[config.mk]
export PLATFORM = sky130hd
export DESIGN_NAME = rvm_shift_unit
export DESIGN_NICKNAME = d
export VERILOG_FILES = /design/src/rtl/rvm_shift_unit.sv
export SDC_FILE = /design/constraint.sdc
export NUM_CORES = 1
export LEC_CHECK = 0
export ABC_CLOCK_PERIOD_IN_PS = 5900
export CAP_MARGIN = 20
export CORE_ASPECT_RATIO = 0.8
export CORE_MARGIN = 2
export CORE_UTILIZATION = 46
export DETAILED_ROUTE_END_ITERATION = 10
export GPL_TIMING_DRIVEN = 1
export PLACE_DENSITY = 0.79
export SLEW_MARGIN = 10
export SYNTH_ARGS = -nofsm -noshare
export SYNTH_HDL_FRONTEND = slang
export SYNTH_SLANG_ARGS = --single-unit
[constraint.sdc]
create_clock -name clk -period 5.9 [get_ports clk]
set_input_delay 1.18 -clock clk [delete_from_list [all_inputs] [get_ports clk]]
set_output_delay 1.18 -clock clk [all_outputs]
set_load 0.03 [all_outputs]
[src/rtl/rvm_shift_unit.sv]
// Shift functional unit (SLL/SRL/SRA/pass) that recomputes whenever its operands change; valid only while result matches inputs.
// Define RVM_SHF_BARREL_EN to compute the result with a one-cycle barrel shifter instead of STEP bits per cycle.
module rvm_shift_unit #(
    parameter int STEP = 1
) (
    input  logic        clk,
    input  logic        resetn,
    input  logic [31:0] f_shf_lhs,
    input  logic [31:0] f_shf_rhs,
    input  logic [1:0]  f_shf_op,
    output logic        f_shf_valid,
    output logic [31:0] f_shf_result
);
    typedef enum logic [1:0] {
        CAPTURE = 2'd0,
        SHIFT   = 2'd1,
        DONE    = 2'd2
    } state_t;

    localparam logic [1:0] OP_SLL  = 2'b00;
    localparam logic [1:0] OP_SRL  = 2'b01;
    localparam logic [1:0] OP_SRA  = 2'b10;
    localparam logic [1:0] OP_PASS = 2'b11;
    localparam logic [5:0] STEP_W  = 6'(STEP);

    state_t      state_q, state_d;
    logic [31:0] acc_q, acc_d;
    logic [31:0] tag_lhs_q, tag_lhs_d;
    logic [4:0]  tag_shamt_q, tag_shamt_d;
    logic [1:0]  tag_op_q, tag_op_d;
    logic [4:0]  cnt_q, cnt_d;
    logic        valid_q, valid_d;

    logic        match;
    logic [4:0]  shamt;
    logic [5:0]  step_amt;
    logic        unused_rhs_hi;

    function automatic logic [31:0] shift_by(input logic [31:0] a, input logic [1:0] op,
                                             input logic [5:0] amt);
        logic [31:0] r;
        case (op)
            OP_SLL:  r = a << amt;
            OP_SRL:  r = a >> amt;
            OP_SRA:  r = $unsigned($signed(a) >>> amt);
            default: r = a;
        endcase
        return r;
    endfunction

    assign shamt         = f_shf_rhs[4:0];
    assign unused_rhs_hi = ^f_shf_rhs[31:5];

    // Upper shift-amount bits are deliberately excluded so they never trigger a recompute.
    assign match = (f_shf_lhs == tag_lhs_q) && (shamt == tag_shamt_q) && (f_shf_op == tag_op_q);

    assign f_shf_valid  = valid_q && match;
    assign f_shf_result = acc_q;

    assign step_amt = ({1'b0, cnt_q} > STEP_W) ? STEP_W : {1'b0, cnt_q};

    always_comb begin
        state_d     = state_q;
        acc_d       = acc_q;
        tag_lhs_d   = tag_lhs_q;
        tag_shamt_d = tag_shamt_q;
        tag_op_d    = tag_op_q;
        cnt_d       = cnt_q;
        valid_d     = valid_q;
        case (state_q)
            CAPTURE: begin
                tag_lhs_d   = f_shf_lhs;
                tag_shamt_d = shamt;
                tag_op_d    = f_shf_op;
`ifdef RVM_SHF_BARREL_EN
                acc_d   = shift_by(f_shf_lhs, f_shf_op, {1'b0, shamt});
                cnt_d   = 5'd0;
                valid_d = 1'b1;
                state_d = DONE;
`else
                acc_d   = f_shf_lhs;
                cnt_d   = shamt;
                valid_d = 1'b0;
                if ((shamt == 5'd0) || (f_shf_op == OP_PASS)) begin
                    valid_d = 1'b1;
                    state_d = DONE;
                end else begin
                    state_d = SHIFT;
                end
`endif
            end
            SHIFT: begin
                if (!match) begin
                    state_d = CAPTURE;
                end else begin
                    acc_d = shift_by(acc_q, tag_op_q, step_amt);
                    cnt_d = cnt_q - step_amt[4:0];
                    if (cnt_d == 5'd0) begin
                        valid_d = 1'b1;
                        state_d = DONE;
                    end
                end
            end
            DONE: begin
                if (!match) begin
                    valid_d = 1'b0;
                    state_d = CAPTURE;
                end
            end
            default: begin
                valid_d = 1'b0;
                state_d = CAPTURE;
            end
        endcase
    end

    always_ff @(posedge clk or negedge resetn) begin
        if (!resetn) begin
            state_q     <= CAPTURE;
            acc_q       <= 32'd0;
            tag_lhs_q   <= 32'd0;
            tag_shamt_q <= 5'd0;
            tag_op_q    <= 2'd0;
            cnt_q       <= 5'd0;
            valid_q     <= 1'b0;
        end else begin
            state_q     <= state_d;
            acc_q       <= acc_d;
            tag_lhs_q   <= tag_lhs_d;
            tag_shamt_q <= tag_shamt_d;
            tag_op_q    <= tag_op_d;
            cnt_q       <= cnt_d;
            valid_q     <= valid_d;
        end
    end
endmodule

Yosys cells after proc, flatten, opt, wreduce, memory -nomap -nowiden
Cells that the tools add are included.
W data, S select, Z words.
Cells by class
  multiplexer cells: 16
  eq/ne operators: 13
  shift-type cells: 3
  $add $sub $neg: 1
  reduce and logical (&&, ||, !) cells: 13
  $lt $le $gt $ge: 1
Operators with widths (count)
  $pmux W32 S3: 1
  $pmux W32 S2: 1
  $eq A32 B32 Y1: 1
  $mux W32: 1
  $shl A32 B5 Y32: 1
  $shr A32 B5 Y32: 1
  $sshr A32 B5 Y32: 1
  $logic_not A5 Y1: 2
  $mux W5: 2
  $pmux W5 S2: 1
  $mux W2: 4
  $eq A2 B2 Y1 const B: 3
  $ne A2 B2 Y1 const B: 3
  $pmux W2 S3: 1
  $reduce_and A3 Y1: 2
  $eq A5 B5 Y1: 1
  $gt A5 B1 Y1 const B: 1
  $sub A5 B5 Y5: 1
  $eq A2 B1 Y1 const B: 2
  $logic_not A2 Y1: 2
  $mux W1: 4
  $ne A4 B1 Y1 const B: 1
  $reduce_and A2 Y1: 2
  $logic_and A1 B1 Y1: 3
  other kinds (5): 5
Storage, ports and cells
  output and inout bits: 33
  word-level logic and storage cells: 54
  input port bits: 68
  bits in registers: 79

Longest topological paths before layout
Gate-level depths: netlist (run 1).
  depth in word-level cells: 7
  gate-level depth with buffers: 10
  mapped depth without buffers: 9

Least setup slack after synthesis (run 1)
Ideal clock, no wire load.
  path type: input to output
  from: input f_shf_lhs[4]
  to: output f_shf_valid
  stages on the path: 5
  buffers on the path: 0
  arrival time: 2659 ps
  required time: 4720 ps
  path slack: 2061 ps
  cell sequence: xor2_1 nor4_1 nand4_2 nor3_1 and2_1
Between the ends
  longest elaborated chain between the ends: 4
Ends and longest elaborated chain
  start: declaration: RTL line 8  | input logic [31:0] f_shf_lhs,
  $eq A32 B32 Y1: RTL line 55  | assign match = (f_shf_lhs == tag_lhs_q) && (shamt == tag_shamt_q) && (f_shf_op == tag_op_q);
  $logic_and A1 B1 Y1 (2 in series): RTL line 55
  $logic_and A1 B1 Y1: RTL line 57  | assign f_shf_valid = valid_q && match;
  end: declaration: RTL line 11  | output logic f_shf_valid,
No other way between the ends.

Worst setup path in the final report (run 1)
  from: input f_shf_rhs[3]
  to: output f_shf_valid
Between the ends
  longest elaborated chain between the ends: 4
Ends and longest elaborated chain
  start: declaration: RTL line 9  | input logic [31:0] f_shf_rhs,
  $eq A5 B5 Y1: RTL line 55
  $logic_and A1 B1 Y1 (2 in series): RTL line 55
  $logic_and A1 B1 Y1: RTL line 57
No other way between the ends.

==> impl_metrics.csv, run 1 <==
group,metric,value,unit
hold_path,whs_path_depth,2,
synth,yosys.cell_types.count,56,
global_routing,grt.total_usage,26.2,%
job,drv_cap,0,
finish,drive_gt1_share,6.68,%
sta,slew_headroom,29.1,%
worst_setup_path,worst-path-max-fanout,7,
finish,syn_to_final_growth,26.0,%
worst_setup_path,cp_slowest_cell,"clkdlybuf4s50_1",
synth,synth_top_area_cell,"dfrtp_1",
global_routing,grt_pass1_wl,22000,microns
sta,slew_violations,0,
synth,synth_ff_type,"dfrtp_1",
routing,finalWirelength,13500,microns
power_and_ir_drop,peakVddDrop,0.300,mV
clock_tree,cts_buffers,9,
routing,firstDrtPassIters,5,
placed_design,port_buffers,73,
finish,diodes,0,
sta,skew,5.38,ps
synth,yosysSeqAreaShare,43.1,%
floorplanning,num_rows,32,
hold_path,hold_path_class,"reg2reg",
clock_tree,cts_root_buffer,"clkbuf_16",
power_and_ir_drop,powerDensity,513,nW/um^2
routing,drt-initial-drc-count,488,
sta,finalCritPeriodShare,87.2,%
sta,hold_viol,0,
placed_design,dp_worst_setup_slack,811,ps
worst_setup_path,ff2ff_setup_slack,2460,ps
clock_tree,cts_setup_buffers,0,
sta,timing.fmax,194,MHz
routing,wl_per_cell,19.2,microns
routing,vias,4381,
synth,synth-seq-cells,79,
floorplanning,ios,101,
sta,tns,0,ps
worst_setup_path,start_kind,"input port",
global_routing,grt_pass1_vias,4352,
synth,synthesis.nets,580,
clock_tree,clk_latency,340,ps
floorplanning,die-area,10800,sq um
global_routing,antenna_found_initial,0,
worst_setup_path,crit_arrival,3970,ps
synth,synth_top_area_share,43.1,%
clock_tree,cts-hold-fix-buffers,0,
routing,via_per_inst,6.21,
sta,setup_viol,0,
global_routing,grt_max_degree,80,
synth,yosysWarnings,0,
synth,syn_area,4590,sq um
worst_setup_path,crit_top_cell,"clkdlybuf4s50_1",
worst_setup_path,reg2reg_depth,9,
worst_setup_path,crit_chain,"clkdlybuf4s50_1 -> xor2_1 -> nor4_1 -> nand4_1 -> nor3_1 -> buf_4 -> and2_1 -> clkdlybuf4s50_1",
floorplanning,die_width,116,microns
finish,layout_common_cells,"nand2_1 (101), dfrtp_1 (79), clkdlybuf4s50_1 (72)",
global_routing,grt.overflow.total,0,
worst_setup_path,criticalPathCategory,"in2out",
worst_setup_path,slowest_delay,660,ps
synth,synthTopCellsByArea,"dfrtp_1 (43%), nand2_1 (8.3%), xor2_1 (7.6%)",
worst_setup_path,worstSetupEndpointType,"output pin",
synth,synth_edf_count,0,
sta,fin_ws,755,ps
floorplanning,die-height,93.4,microns
routing,drc,0,
power_and_ir_drop,p_leak,2.49,nW
finish,final_common_cell,"nand2_1",
synth,async_flop_share,100,%
clock_tree,cts_sinks,79,
placed_design,hpwl,8890,microns
clock_tree,cts_tree,"built",
clock_tree,cts_max_path_buffers,2,
clock_tree,cts_htree_levels,3,
worst_setup_path,cp.required,4720,ps
sta,worstMarginPinSlew,1060,ps
sta,finalCriticalPeriod,5150,ps
clock_tree,clk_pin_slew,60,ps
synth,syn_inst,508,
clock_tree,ctsResizeCount,0,
synth,synth_area_per_cell,9.04,sq um
floorplanning,core-area,9690,sq um
placed_design,gp_congestion,0.873,
routing,postRouteAntennaNets,0,
sta,rsz0062_at_grt,"no",
status,outcome,"finished, final reports clean",
floorplanning,initial_core_util,47.4,%
finish,nNetsFinal,636,
==> layout make-up <==
cell class | count | area (sq um)
tap | 136 | 170
inverter | 7 | 26.3
sequential | 79 | 1980
clock buffer | 14 | 284
clock inverter | 2 | 60.1
multi-input combinational | 386 | 2440
timing repair buffer | 81 | 828
fill | 845 | 3900
==> through the flow <==
stage	cells	cell area, sq um	hold slack [ps]	total power [W]	utilization (%)
finish	705	5790	494	0.00297	59.7
global route	705	5790	528	0.00313	59.7
CTS	702	5720	497	0.00294	59.1
detailed placement	686	5380	483	0.00230	55.5
global placement	686	5380	479	0.00224	55.5
floorplan	508	4590	465	0.00182	-
==> power breakdown <==
part           switching [W]  internal, W
combinational       0.000772     0.000551
clock               0.000219     0.000417
sequential          0.000249     0.000762
==> cell families after synthesis <==
family          after synthesis  share of synthesized area (%)
simple gates                184                           18.7
compound gates              154                           24.5
flops                        79                           43.1
buf+inv                      43                           4.06
xor+xnor                     41                           7.82
fa+ha+maj                     4                           1.09
mux                           3                          0.708
==> routing by layer <==
layer / wire length, microns / vias up / GRT usage [%]
li1: - / 1961 / -
met1: 5860 / 2112 / 37.5
met2: 6040 / 276 / 39.1
met3: 1290 / 32 / 6.09
met4: 333 / 0 / 9.13
met5: 0 / - / 0
==> synthesized netlist by cell type (2+ instances only) <==
library cell	n
o21ai_1	7
a31oi_1	4
a221o_1	27
nor4_1	8
nand2b_1	5
buf_2	2
a211o_1	5
mux2_1	2
o21ai_0	58
buf_6	2
o22a_1	2
nor4_2	2
buf_1	3
and3_1	4
dfrtp_1	79
nor3_1	6
inv_1	6
a21oi_1	4
clkbuf_1	27
o22ai_1	5
or3_1	2
a32oi_1	2
a2bb2oi_1	2
nor2b_1	3
a22o_1	24
buf_4	2
nand2_1	101
xor2_1	40
a21o_1	2
o211ai_1	2
nor2_1	13
ha_1	4
a211oi_1	2
nand3_1	28
or4_1	2
==> sequential cells by signal, indices dropped and copies added, names as in the netlist <==
name / cells
tag_lhs_q: 32
valid_q: 1
state_q: 2
tag_shamt_q: 5
cnt_q: 5
f_shf_result: 32
tag_op_q: 2
==> final timing paths <==
| check | start | endpoint |
|---|---|---|
| max in group asynchronous | resetn | f_shf_result[5]$_DFFE_PN0P_ |
| min | tag_lhs_q[29]$_DFFE_PN0P_ | tag_lhs_q[29]$_DFFE_PN0P_ |
| max | f_shf_rhs[3] | f_shf_valid |
| min in group asynchronous | resetn | tag_lhs_q[24]$_DFFE_PN0P_ |
| min reg2reg | tag_lhs_q[29]$_DFFE_PN0P_ | tag_lhs_q[29]$_DFFE_PN0P_ |
| max reg2reg | tag_op_q[0]$_DFFE_PN0P_ | f_shf_result[1]$_DFFE_PN0P_ |
==> worst max-delay path, delay by kind of cell <==
family	cells	cell delay (ps)
AND/OR/NAND/NOR	4	1160
XOR/XNOR	1	220
buffers and inverters	3	1410
Power figures use the tool's default switching activity.
==> run 2, diff against run 1 <==
--- a/config.mk
+++ b/config.mk
@@ -13,6 +13,7 @@
 export DETAILED_ROUTE_END_ITERATION = 10
 export GPL_TIMING_DRIVEN = 1
 export PLACE_DENSITY = 0.79
+export SKIP_LAST_GASP = 1
 export SLEW_MARGIN = 10
 export SYNTH_ARGS = -nofsm -noshare
 export SYNTH_HDL_FRONTEND = slang
==> results of run 2 <==
No change in the layout: final DEF, timing and power equal those of run 1.
==> run 3, diff against run 2 <==
--- a/config.mk
+++ b/config.mk
@@ -5,6 +5,7 @@
 export SDC_FILE = /design/constraint.sdc
 export NUM_CORES = 1
 export LEC_CHECK = 0
+export ABC_AREA = 0
 export ABC_CLOCK_PERIOD_IN_PS = 5900
 export CAP_MARGIN = 20
 export CORE_ASPECT_RATIO = 0.8
==> results of run 3 <==
No change in the layout: final DEF, timing and power equal those of run 1.
